--- config.mk ---
export PLATFORM = sky130hd
export DESIGN_NAME = multicycle_main_control
export DESIGN_NICKNAME = d
export VERILOG_FILES = /design/src/rtl/multicycle_main_control.sv
export SDC_FILE = /design/constraint.sdc
export NUM_CORES = 1
export LEC_CHECK = 0
export ABC_AREA = 0
export BUFFER_PORTS_ARGS = -buffer_cell sky130_fd_sc_hd__buf_2
export CORE_MARGIN = 3
export CORE_UTILIZATION = 46
export CTS_CLUSTER_DIAMETER = 120
export DETAILED_ROUTE_END_ITERATION = 8
export PLACE_DENSITY = 0.78
export SLEW_MARGIN = 20
export SYNTH_ARGS = -nofsm -noshare
export SYNTH_HDL_FRONTEND = slang
export SYNTH_SLANG_ARGS = --single-unit
--- constraint.sdc ---
create_clock -name clk -period 1.6 [get_ports clk]
set_input_delay 0.24 -clock clk [delete_from_list [all_inputs] [get_ports clk]]
set_output_delay 0.24 -clock clk [all_outputs]
set_load 0.005 [all_outputs]
--- src/rtl/multicycle_main_control.sv ---
// multicycle_main_control
//   Main control FSM of the multicycle MIPS datapath. It sequences
//   fetch / decode / execute for each opcode and drives the datapath
//   selects plus the 2-bit ALU operation class.
//
//   Optional feature macro: MC_CTRL_ORI_EN
//     defined   : ORI (6'h0D) executes through ORI_EX -> ALUI_WB with a
//                 zero-extended immediate and alu_op = 11 (or).
//     undefined : ORI_EX is unreachable, 6'h0D traps like any other
//                 unsupported opcode, and ext_zero is held at 0.
//
//   Memory handshake: in FETCH, MEMRD and MEMWR the FSM raises exactly one
//   of mem_read / mem_write and holds it, with iord stable, on every cycle
//   until the memory returns mem_ready = 1. That cycle completes the access
//   and the FSM leaves the state on the next edge. mem_ready is ignored in
//   every other state, and mem_read / mem_write are never high together.
module multicycle_main_control (
    input  logic       clk,
    input  logic       reset_n,
    input  logic [5:0] opcode,
    input  logic       zero,
    input  logic       mem_ready,
    output logic       pc_en,
    output logic       iord,
    output logic       mem_read,
    output logic       mem_write,
    output logic       ir_write,
    output logic       reg_dst,
    output logic       mem_to_reg,
    output logic       reg_write,
    output logic       alu_src_a,
    output logic [1:0] alu_src_b,
    output logic [1:0] alu_op,
    output logic [1:0] pc_src,
    output logic       ext_zero,
    output logic       illegal_op,
    output logic [3:0] state
);

    // Supported opcodes (IR[31:26])
    localparam logic [5:0] OP_R    = 6'h00;
    localparam logic [5:0] OP_LW   = 6'h23;
    localparam logic [5:0] OP_SW   = 6'h2B;
    localparam logic [5:0] OP_BEQ  = 6'h04;
    localparam logic [5:0] OP_J    = 6'h02;
    localparam logic [5:0] OP_ADDI = 6'h08;
    localparam logic [5:0] OP_ORI  = 6'h0D;

    // ALU source B selects
    localparam logic [1:0] SRCB_REG  = 2'b00;
    localparam logic [1:0] SRCB_FOUR = 2'b01;
    localparam logic [1:0] SRCB_IMM  = 2'b10;
    localparam logic [1:0] SRCB_IMM2 = 2'b11;

    // ALU operation classes
    localparam logic [1:0] ALU_ADD   = 2'b00;
    localparam logic [1:0] ALU_SUB   = 2'b01;
    localparam logic [1:0] ALU_FUNCT = 2'b10;
    localparam logic [1:0] ALU_OR    = 2'b11;

    // PC source selects
    localparam logic [1:0] PCSRC_ALU  = 2'b00;
    localparam logic [1:0] PCSRC_OUT  = 2'b01;
    localparam logic [1:0] PCSRC_JUMP = 2'b10;

    // State encoding is visible on the debug port, so it is fixed explicitly.
    // Code 15 is unused and recovers to FETCH.
    typedef enum logic [3:0] {
        S_IDLE     = 4'd0,
        S_FETCH    = 4'd1,
        S_DECODE   = 4'd2,
        S_MEMADR   = 4'd3,
        S_MEMRD    = 4'd4,
        S_MEMWB    = 4'd5,
        S_MEMWR    = 4'd6,
        S_RTYPE_EX = 4'd7,
        S_RTYPE_WB = 4'd8,
        S_BEQ      = 4'd9,
        S_JUMP     = 4'd10,
        S_ADDI_EX  = 4'd11,
        S_ALUI_WB  = 4'd12,
        S_ORI_EX   = 4'd13,
        S_TRAP     = 4'd14
    } state_t;

    state_t     state_q;
    state_t     state_d;
    logic [5:0] op_q;           // opcode captured in DECODE, steers MEMADR
    logic       pc_write;
    logic       pc_write_cond;

    // State register; reset aborts any access in flight and parks in IDLE.
    always_ff @(posedge clk or negedge reset_n) begin
        if (!reset_n) begin
            state_q <= S_IDLE;
        end else begin
            state_q <= state_d;
        end
    end

    // Opcode is only looked at in DECODE; keep a copy for the LW/SW split.
    always_ff @(posedge clk or negedge reset_n) begin
        if (!reset_n) begin
            op_q <= 6'h00;
        end else if (state_q == S_DECODE) begin
            op_q <= opcode;
        end
    end

    // Next-state logic.
    always_comb begin
        state_d = state_q;
        case (state_q)
            S_IDLE:     state_d = S_FETCH;
            S_FETCH:    state_d = mem_ready ? S_DECODE : S_FETCH;
            S_DECODE: begin
                case (opcode)
                    OP_LW,
                    OP_SW:   state_d = S_MEMADR;
                    OP_R:    state_d = S_RTYPE_EX;
                    OP_BEQ:  state_d = S_BEQ;
                    OP_J:    state_d = S_JUMP;
                    OP_ADDI: state_d = S_ADDI_EX;
`ifdef MC_CTRL_ORI_EN
                    OP_ORI:  state_d = S_ORI_EX;
`endif
                    default: state_d = S_TRAP;
                endcase
            end
            S_MEMADR:   state_d = (op_q == OP_LW) ? S_MEMRD : S_MEMWR;
            S_MEMRD:    state_d = mem_ready ? S_MEMWB : S_MEMRD;
            S_MEMWB:    state_d = S_FETCH;
            S_MEMWR:    state_d = mem_ready ? S_FETCH : S_MEMWR;
            S_RTYPE_EX: state_d = S_RTYPE_WB;
            S_RTYPE_WB: state_d = S_FETCH;
            S_BEQ:      state_d = S_FETCH;
            S_JUMP:     state_d = S_FETCH;
            S_ADDI_EX:  state_d = S_ALUI_WB;
            S_ALUI_WB:  state_d = S_FETCH;
`ifdef MC_CTRL_ORI_EN
            S_ORI_EX:   state_d = S_ALUI_WB;
`endif
            S_TRAP:     state_d = S_FETCH;
            default:    state_d = S_FETCH;
        endcase
    end

    // Output decode: Moore outputs, except the FETCH PC/IR load which
    // completes on the cycle the memory returns the instruction.
    always_comb begin
        iord          = 1'b0;
        mem_read      = 1'b0;
        mem_write     = 1'b0;
        ir_write      = 1'b0;
        reg_dst       = 1'b0;
        mem_to_reg    = 1'b0;
        reg_write     = 1'b0;
        alu_src_a     = 1'b0;
        alu_src_b     = SRCB_REG;
        alu_op        = ALU_ADD;
        pc_src        = PCSRC_ALU;
        ext_zero      = 1'b0;
        illegal_op    = 1'b0;
        pc_write      = 1'b0;
        pc_write_cond = 1'b0;
        case (state_q)
            S_FETCH: begin
                mem_read  = 1'b1;
                alu_src_b = SRCB_FOUR;
                ir_write  = mem_ready;
                pc_write  = mem_ready;
            end
            S_DECODE: begin
                // Precompute the branch target into ALUOut.
                alu_src_b = SRCB_IMM2;
            end
            S_MEMADR: begin
                alu_src_a = 1'b1;
                alu_src_b = SRCB_IMM;
            end
            S_MEMRD: begin
                mem_read = 1'b1;
                iord     = 1'b1;
            end
            S_MEMWB: begin
                reg_write  = 1'b1;
                mem_to_reg = 1'b1;
            end
            S_MEMWR: begin
                mem_write = 1'b1;
                iord      = 1'b1;
            end
            S_RTYPE_EX: begin
                alu_src_a = 1'b1;
                alu_op    = ALU_FUNCT;
            end
            S_RTYPE_WB: begin
                reg_write = 1'b1;
                reg_dst   = 1'b1;
            end
            S_BEQ: begin
                alu_src_a     = 1'b1;
                alu_op        = ALU_SUB;
                pc_src        = PCSRC_OUT;
                pc_write_cond = 1'b1;
            end
            S_JUMP: begin
                pc_src   = PCSRC_JUMP;
                pc_write = 1'b1;
            end
            S_ADDI_EX: begin
                alu_src_a = 1'b1;
                alu_src_b = SRCB_IMM;
            end
            S_ALUI_WB: begin
                reg_write = 1'b1;
            end
`ifdef MC_CTRL_ORI_EN
            S_ORI_EX: begin
                alu_src_a = 1'b1;
                alu_src_b = SRCB_IMM;
                alu_op    = ALU_OR;
                ext_zero  = 1'b1;
            end
`endif
            S_TRAP: begin
                // TRAP lasts one cycle, so this is a single-cycle pulse.
                illegal_op = 1'b1;
            end
            default: ;
        endcase
    end

    assign pc_en = pc_write | (pc_write_cond & zero);
    assign state = state_q;

endmodule

==> impl_metrics.json <==
{
  "ant_nets": 0,
  "fill_cells": 116,
  "areaGrowthSynthToFinish_pct": 48.4,
  "synth_compound_area_share_pct": 16.2,
  "yosysWarningCount": 0,
  "ir_drop_mv": 0.991,
  "final_cell_count_no_fill": 146,
  "yosysSeqAreaShare_pct": 34.4,
  "avgViaCountPerCell": 5.36,
  "dpl.cell_count": 132,
  "grt.overflow.total": 0,
  "p_per_area_mw_per_mm2": 1850,
  "hold_viol_final": 0,
  "worstHoldPathType": "in -> reg",
  "finalSetupViolations": 0,
  "layout-drive-gt1-share_pct": 51.9,
  "rows": 13,
  "power.internal_w": 0.00121,
  "dr.first_iter.drc_count": 8,
  "root_buffer": "clkbuf_4",
  "diodes": 0,
  "layout.nets": 142,
  "ys_ff_latch": 10,
  "combinationalPowerShare_pct": 62.1,
  "syn_avg_cell_area_um2": 8.36,
  "cts_buffers": 3,
  "clock_sinks": 10,
  "die_h_um": 45.8,
  "post_synth_xor_area_fraction_pct": 2.41,
  "clockBufferDepth": 2,
  "async_flop_share_pct": 100,
  "wl_per_cell_um": 13.8,
  "cp_max_fo": 6,
  "total_power_w": 0.00200,
  "die_w_um": 45.8,
  "grt_pass1_vias": 690,
  "power.share.clock_pct": 11.3,
  "ctsHtreeMaxLevel": 1,
  "final_cell_mix": "30 x buf_2, 13 x buf_4, 12 x nor2_1, 7 x a21oi_1, 7 x dfrtp_1",
  "antenna_found_initial": 0,
  "cts.clk_slew.worst_paths_ps": 70,
  "vias": 783,
  "arrival_ps": 1310,
  "grt_pass1_wl_mm": 2.98,
  "synth_adder_area_share_pct": 0,
  "critical_path.endpoint_type": "output pin",
  "wl_mm": 2.01,
  "min_period_ps": 1550,
  "layout_commonest_cell": "buf_2",
  "clk_latency_ps": 270,
  "pwr-share-seq_pct": 26.6,
  "finalClockSkew_ps": 3.50,
  "drc": 0,
  "synth_mux_area_share_pct": 10.7,
  "grtUsageTotal_pct": 19.7,
  "synth.distinct_cells": 34,
  "ios": 31,
  "synth_top_family_by_area": "simple AND/OR/NAND/NOR gates",
  "synth_cells": 87,
  "cap_violations": 0,
  "place_congestion": 0.804,
  "leakagePower_nw": 0.538,
  "max_freq_mhz": 646,
  "cts_tree": "yes",
  "cp.required_ps": 1360,
  "run_status": "completed",
  "synth-edff-count": 0,
  "slew_viol_final": 0,
  "switching_share_pct": 39.5,
  "initial_utilization_pct": 52.6,
  "coreArea_mm2": 0.00138,
  "rsz0062_at_grt": "yes",
  "synth-main-ff-cell": "dfrtp_1",
  "synth-simple-area-share_pct": 31.5,
  "grt_max_degree": 15,
  "synth_nets": 97,
  "start_kind": "flip-flop",
  "hpwlAfterDp_mm": 1.37,
  "worstSetupPathType": "reg -> out",
  "p_sw_w": 0.000789,
  "portBuffers": 29,
  "dieArea_mm2": 0.00209,
  "firstDrtPassIters": 3,
  "period_share_pct": 96.7,
  "synth_area_um2": 727,
  "fin_util_pct": 78.0
}
==> cells in the mapped netlist, types with 2 or more instances <==
| master | count | area, µm² |
|---|---|---|
| dfrtp_1 | 10 | 250 |
| mux2_2 | 6 | 67.6 |
| nand2b_1 | 4 | 25.0 |
| nor3b_1 | 2 | 15.0 |
| buf_1 | 2 | 7.51 |
| nand2_1 | 3 | 11.3 |
| a211oi_1 | 2 | 15.0 |
| nor2b_1 | 6 | 37.5 |
| clkbuf_1 | 2 | 7.51 |
| a21boi_0 | 2 | 15.0 |
| a21oi_1 | 7 | 35.0 |
| nor3_1 | 2 | 10.0 |
| nor2_1 | 14 | 52.6 |
| and3_1 | 2 | 12.5 |
| nand3_1 | 3 | 15.0 |
| xnor2_1 | 2 | 17.5 |
==> power by group through the flow <==
stage | Combinational, W | Sequential, W | Clock [W]
2_1_floorplan | 0.000649 | 0.000458 | 0
3_3_place_gp | 0.000902 | 0.000547 | 0
3_5_place_dp | 0.000928 | 0.000551 | 0
4_1_cts | 0.000986 | 0.000551 | 0.000235
5_1_grt | 0.00137 | 0.000553 | 0.000247
6_report | 0.00124 | 0.000532 | 0.000227
==> metal layers <==
metal	up-vias	GRT usage (%)	share of wire, %
met1	355	24.9	42
met4	0	5.11	0.85
li1	399	-	-
met2	27	33.4	52
met3	2	4.74	5.4
met5	-	0	0
==> final cells by class <==
cell class / instances / area [µm²] / area share [%]
Tap cell: 15 / 18.8 / 1.74
Timing Repair Buffer: 46 / 280 / 26.0
Clock buffer: 4 / 36.3 / 3.36
Sequential cell: 10 / 254 / 23.6
Inverter: 1 / 3.75 / 0.348
Multi-Input combinational cell: 70 / 485 / 45.0
==> worst max-delay path: stages, from the launching register on <==
cell     delay [ps]
dfrtp_2         430
mux2i_1         240
nor2_2           50
a21oi_1         140
nor2_1           50
buf_2           120
==> kinds of logic (layout without fill, tap and decap cells) <==
| kind of cell | Yosys count | after routing |
|---|---|---|
| AND/OR/NAND/NOR | 42 | 42 |
| AO/OA/AOI/OAI | 18 | 18 |
| flip-flops | 10 | 10 |
| multiplexers | 7 | 7 |
| buffers and inverters | 7 | 51 |
| XOR/XNOR | 2 | 2 |
| other | 1 | 1 |
==> final timing paths <==
path / from / end / slack, ps / cells after the start
worst max-delay path: state[3] / pc_en / 50 / 5
worst min-delay path: opcode[4] / op_q[4] / 270 / 2
worst max register to register: state[0] / state[1] / 210 / 4
worst min register to register: op_q[0] / op_q[0] / 510 / 1
max in group asynchronous: reset_n / state[2] / 1030 / 2
min in group asynchronous: reset_n / op_q[4] / 360 / 2
==> through the flow <==
stage	instance area (µm²)	setup TNS, ps	hold slack (ps)	setup slack (ps)
2_1_floorplan	727	0	-55.6	64.7
5_1_grt	1080	-50.3	267	-27.0
3_5_place_dp	916	0	108	21.7
4_1_cts	986	-2.42	266	-2.42
3_3_place_gp	916	0	104	28.1
6_report	1080	0	272	52.9
==> repair_timing <==
item                       in CTS  in global routing
hold endpoints to repair       10                  0
resized for setup               6                 10
setup endpoints to repair       6                  5
pin swaps                       0                  0
buffers inserted                1                  8
hold buffers                    1                  0
==> flip-flops by register name (all words and copies together) (netlist names) <==
register	flops
state	4
op_q	6
Note: power is estimated with default switching activity, not from simulation.
